--- src/rtl/mem_responder.sv ---
// rtl/mem_responder.sv - memory-side responder for the CU MAR/MBR/WMFC handshake
//
// Captures a request (addr/rnw/wdata) while idle. It inserts WAIT_CYC wait states and then
// performs one access on an internal RAM. After that it pulses mfc for one cycle.
// mbr_load is the datapath's cue to latch rdata into MBR.
//
// Optional feature macro: MEM_PARITY_EN (stores an even-parity bit per word and flags
// par_err on a read whose recomputed parity disagrees; without it par_err is tied 0).
//
// Ports:
//   CLK       in   1   system clock, rising edge
//   RST_N     in   1   synchronous active-low reset
//   req       in   1   memory request, level-sampled in IDLE
//   rnw       in   1   1 = read, 0 = write, sampled with req
//   addr      in   AW  word address (MAR), sampled with req
//   wdata     in   DW  write data (MBR), sampled with req
//   rdata     out  DW  registered read data, held until the next read
//   mfc       out  1   one-cycle memory-function-complete pulse
//   mbr_load  out  1   mfc qualified by a read
//   busy      out  1   high whenever a transaction is in flight
//   par_err   out  1   parity mismatch on the completing read
module mem_responder #(
  parameter int AW       = 8,
  parameter int DW       = 8,
  parameter int WAIT_CYC = 2
) (
  input  logic          CLK,
  input  logic          RST_N,
  input  logic          req,
  input  logic          rnw,
  input  logic [AW-1:0] addr,
  input  logic [DW-1:0] wdata,
  output logic [DW-1:0] rdata,
  output logic          mfc,
  output logic          mbr_load,
  output logic          busy,
  output logic          par_err
);

  localparam int CW = (WAIT_CYC > 1) ? $clog2(WAIT_CYC) : 1;
  localparam logic [CW-1:0] WAIT_LOAD = CW'((WAIT_CYC > 0) ? WAIT_CYC - 1 : 0);

`ifdef MEM_PARITY_EN
  localparam int MW = DW + 1;
`else
  localparam int MW = DW;
`endif

  typedef enum logic [1:0] {
    S_IDLE,
    S_WAIT,
    S_ACCESS,
    S_DONE
  } state_t;

  state_t        state;
  logic [CW-1:0] wait_cnt;
  logic [AW-1:0] addr_q;
  logic          rnw_q;
  logic [DW-1:0] wdata_q;

  logic [MW-1:0] mem [2**AW];
  logic [MW-1:0] wr_word;
  logic [MW-1:0] rd_word;

`ifdef MEM_PARITY_EN
  // Parity bit sits above the data so the stored word has even parity overall.
  assign wr_word = {^wdata_q, wdata_q};
`else
  assign wr_word = wdata_q;
`endif
  assign rd_word = mem[addr_q];

  // RAM is never cleared. Gating the write with RST_N means a reset always wins, so an
  // aborted transaction cannot leave a partial write behind.
  always_ff @(posedge CLK) begin
    if (RST_N && state == S_ACCESS && !rnw_q) begin
      mem[addr_q] <= wr_word;
    end
  end

  always_ff @(posedge CLK) begin
    if (!RST_N) begin
      state    <= S_IDLE;
      wait_cnt <= '0;
      addr_q   <= '0;
      rnw_q    <= 1'b0;
      wdata_q  <= '0;
      rdata    <= '0;
      mfc      <= 1'b0;
      mbr_load <= 1'b0;
      busy     <= 1'b0;
    end else begin
      case (state)
        S_IDLE: begin
          if (req) begin
            addr_q  <= addr;
            rnw_q   <= rnw;
            wdata_q <= wdata;
            busy    <= 1'b1;
            if (WAIT_CYC > 0) begin
              state    <= S_WAIT;
              wait_cnt <= WAIT_LOAD;
            end else begin
              state <= S_ACCESS;
            end
          end
        end
        S_WAIT: begin
          if (wait_cnt == '0) begin
            state <= S_ACCESS;
          end else begin
            wait_cnt <= wait_cnt - 1'b1;
          end
        end
        S_ACCESS: begin
          if (rnw_q) begin
            rdata <= rd_word[DW-1:0];
          end
          mfc      <= 1'b1;
          mbr_load <= rnw_q;
          state    <= S_DONE;
        end
        S_DONE: begin
          mfc      <= 1'b0;
          mbr_load <= 1'b0;
          busy     <= 1'b0;
          state    <= S_IDLE;
        end
        default: state <= S_IDLE;
      endcase
    end
  end

`ifdef MEM_PARITY_EN
  // The flag rises together with mfc and stays up until the next request is captured.
  always_ff @(posedge CLK) begin
    if (!RST_N) begin
      par_err <= 1'b0;
    end else if (state == S_IDLE && req) begin
      par_err <= 1'b0;
    end else if (state == S_ACCESS && rnw_q) begin
      par_err <= ^rd_word;
    end
  end
`else
  assign par_err = 1'b0;
`endif

endmodule

--- config.mk ---
export PLATFORM = sky130hd
export DESIGN_NAME = mem_responder
export DESIGN_NICKNAME = d
export VERILOG_FILES = /design/src/rtl/mem_responder.sv
export SDC_FILE = /design/constraint.sdc
export NUM_CORES = 2
export LEC_CHECK = 0
export CAP_MARGIN = 20
export CORE_MARGIN = 3
export CORE_UTILIZATION = 40
export DETAILED_ROUTE_END_ITERATION = 10
export HOLD_SLACK_MARGIN = 0.1
export PLACE_DENSITY = 0.58
export SYNTH_ARGS = -nofsm -noshare
export SYNTH_HDL_FRONTEND = slang
export SYNTH_SLANG_ARGS = --single-unit
--- constraint.sdc ---
create_clock -name CLK -period 4.4 [get_ports CLK]
set_clock_uncertainty 0.15 [all_clocks]
set_input_delay 0.66 -clock CLK [delete_from_list [all_inputs] [get_ports CLK]]
set_output_delay 0.66 -clock CLK [all_outputs]
set_load 0.005 [all_outputs]
==> flow_summary.json <==
{
  "yosysSeqAreaShare_pct": 76.6,
  "cap_violations": 0,
  "p_seq_share_pct": 49.4,
  "hold_viol_final": 0,
  "viasPerCell": 5.82,
  "fin_tns_setup_ns": 0,
  "netlist_instances": 3796,
  "drt_wl_total_mm": 219,
  "drv_slew": 0,
  "n_fill_cell": 16700,
  "period_minus_slack_ns": 4.25,
  "slew_headroom_pct": 22.9,
  "cts-resized-gates": 0,
  "synth_area_per_cell_sq_um": 21.4,
  "grt_usage_pct": 20.9,
  "core_area_sq_mm": 0.201,
  "insertion_delay_ns": 0.84,
  "ys_ff_latch": 2079,
  "grt_first_pass_wirelength_mm": 311,
  "critPathLaunch": "addr_q[1]",
  "cp.arrival_ns": 4.75,
  "fin_hold_ws_ns": 0.240,
  "clkSinkCount": 2079,
  "powerDensity_mw_per_mm2": 497,
  "mappedNetlistArea_sq_mm": 0.0810,
  "path_class": "flip-flop to flip-flop",
  "ioPinCount": 32,
  "row_count": 164,
  "die_h_microns": 456,
  "multiInputGateArea_sq_mm": 0.0176,
  "power_leakage_nw": 29.2,
  "vias": 41000,
  "end_kind": "flip-flop",
  "r2r-start": "addr_q[1]",
  "synth_top_area_share_pct": 75.9,
  "final_cell_mix": "edfxtp_1, mux4_2, buf_4",
  "peakVddDrop_v": 0.000349,
  "io_buffer_count": 30,
  "synth_flop_cell": "edfxtp_1",
  "drtPass1Iterations": 5,
  "endpoint": "rdata[1]",
  "timing.final.crit_share_pct": 96.6,
  "htree_levels": 4,
  "place_hpwl_mm": 141,
  "setup_violations": 0,
  "start_util_pct": 40.4,
  "drcViolationCount": 0,
  "cts_tree": "built",
  "min_path_type": "input pin to flip-flop",
  "comb_power_share_pct": 13.8,
  "antenna_found_initial": 5,
  "grt_overflow": 0,
  "yosysWarnings": 0,
  "outcome": "finished, final reports clean",
  "netlist_top_cells_area": "edfxtp_1, mux4_2, mux2i_1, nor2_1, dfxtp_1",
  "cts_made_buffers": 207,
  "cts_setup_buffers": 0,
  "regToRegEndpoint": "rdata[1]",
  "rsz0062_at_grt": "no",
  "synth_edf_count": 2048,
  "intPower_w": 0.0346,
  "clockPowerShare_pct": 36.8,
  "seqCellArea_sq_mm": 0.0622,
  "cp_max_fo": 52,
  "synthArstFlopShare_pct": 0,
  "grt_pass1_vias": 40700,
  "synth_top_area_cell": "edfxtp_1",
  "die_area_sq_mm": 0.208,
  "cts-root-buf": "clkbuf_16",
  "p_switching_w": 0.0119,
  "drtAntennaViolNets": 0,
  "grt_max_degree": 128,
  "ys_types": 73,
  "worstPathRequired_ns": 4.91,
  "syn-num-nets": 3821,
  "wl_per_cell_microns": 31.0,
  "gp_congestion": 0.869,
  "fmax_mhz": 235,
  "cp-start-kind": "flip-flop",
  "tightest_slew_ns": 1.15,
  "r2r_slack_ns": 0.15,
  "cts_buffer_depth": 3,
  "areaGrowthSynthToFinish_pct": 15.4,
  "hold_buffers": 0,
  "p_sw_share_pct": 25.5,
  "drive_gt1_share_pct": 29.0,
  "cts.clk_slew.worst_paths_ns": 0.06,
  "num-nets-final": 4247,
  "reg2reg_depth": 9,
  "final_common_cell": "edfxtp_1",
  "fp.dieW_microns": 456,
  "drt_iter0_drc": 5117
}
-- metrics by stage --
step | area (sq um) | total power (W) | std cells | utilization, % | setup slack, ns
5_1_grt | 93500 | 0.0479 | 7054 | 46.6 | 0.0926
4_1_cts | 93500 | 0.0468 | 7052 | 46.6 | 0.196
2_1_floorplan | 81100 | 0.0271 | 3796 | - | 1.26
3_5_place_dp | 86900 | 0.0298 | 6668 | 43.3 | 0.222
6_report | 93500 | 0.0465 | 7056 | 46.6 | 0.152
3_3_place_gp | 86900 | 0.0297 | 6668 | 43.3 | 0.0898
-- synthesized netlist by cell type (8+ instances only) --
master,count
a21boi_0,20
buf_4,39
nand4_1,13
buf_1,9
dfxtp_1,31
a21oi_1,30
nor2_1,259
clkbuf_1,86
a22oi_1,63
buf_2,75
nand3_1,33
edfxtp_1,2048
nor3_1,42
o22ai_1,35
mux2_2,22
a221oi_1,8
buf_6,20
a31oi_1,8
mux4_2,511
o221ai_1,10
mux2i_1,135
or3_1,8
nand2_1,101
a211oi_1,14
o21ai_0,29
nand2b_1,10
nor2b_1,19
-- per-layer routing --
metal	global-route usage, %	share of wire (%)	vias up	routed length (microns)
met5	0	0	-	0
met4	7.61	3.8	0	8350
met3	3.89	8.4	337	18300
met2	31.4	46	1956	99900
met1	30.5	42	22000	92500
li1	-	-	16700	-
-- critical path, stage by stage (launching register included) --
cell and delay (ns):
dfxtp_4 0.81, buf_12 0.27, buf_12 0.27, mux4_2 0.40, a22oi_1 0.27, nand2_1 0.16, a211oi_1 0.97, nand2_1 0.12
o221ai_1 0.33, a31oi_1 0.08
-- flip-flops by register name, indices dropped and copies added, names as in the netlist --
| signal | count |
|---|---|
| mfc | 1 |
| mem | 2048 |
| rnw_q | 1 |
| wait_cnt | 1 |
| addr_q | 8 |
| busy | 1 |
| wdata_q | 8 |
| state | 2 |
| rdata | 8 |
| mbr_load | 1 |
-- cell families (layout without fill, tap and decap cells) --
kind of cell | Yosys count | count (layout) | share of synthesized area (%)
and+or+nand+nor | 523 | 523 | 2.87
buffers and inverters | 243 | 844 | 1.71
AOI/OAI and AO/OA | 273 | 273 | 2.40
muxes | 672 | 672 | 16.3
other | 1 | 4 | 0.00463
adders and majority gates | 5 | 5 | 0.0772
DFF | 2079 | 2079 | 76.6
-- cell type report --
class / instances / share of cell area (%)
flip-flops and latches: 2079 / 66.5
multi-input cells: 1474 / 18.8
clock buffers: 257 / 5.83
repair buffers: 453 / 4.13
well taps: 2656 / 3.55
clock inverters: 127 / 1.16
inverters: 7 / 0.0308
diodes: 3 / 0.00803
-- worst min path at each step --
stage / from / endpoint / slack (ns) / cells past startpoint
global placement: mfc / mfc / 0.32 / 2
global route: wdata[6] / wdata_q[6] / 0.22 / 3
CTS: wdata[1] / wdata_q[1] / 0.17 / 3
detailed placement: mfc / mfc / 0.31 / 2
floorplan: mbr_load / mbr_load / 0.31 / 2
finish: wdata[7] / wdata_q[7] / 0.24 / 3
-- power groups by stage --
stage / combinational (W) / sequential, W / clock [W]
final: 0.00641 / 0.0230 / 0.0171
after global routing: 0.00672 / 0.0230 / 0.0182
after CTS: 0.00636 / 0.0230 / 0.0174
after detailed placement: 0.00635 / 0.0234 / 0
after global placement: 0.00630 / 0.0234 / 0
after floorplan: 0.00356 / 0.0235 / 0
Power figures use the tool's default switching activity.
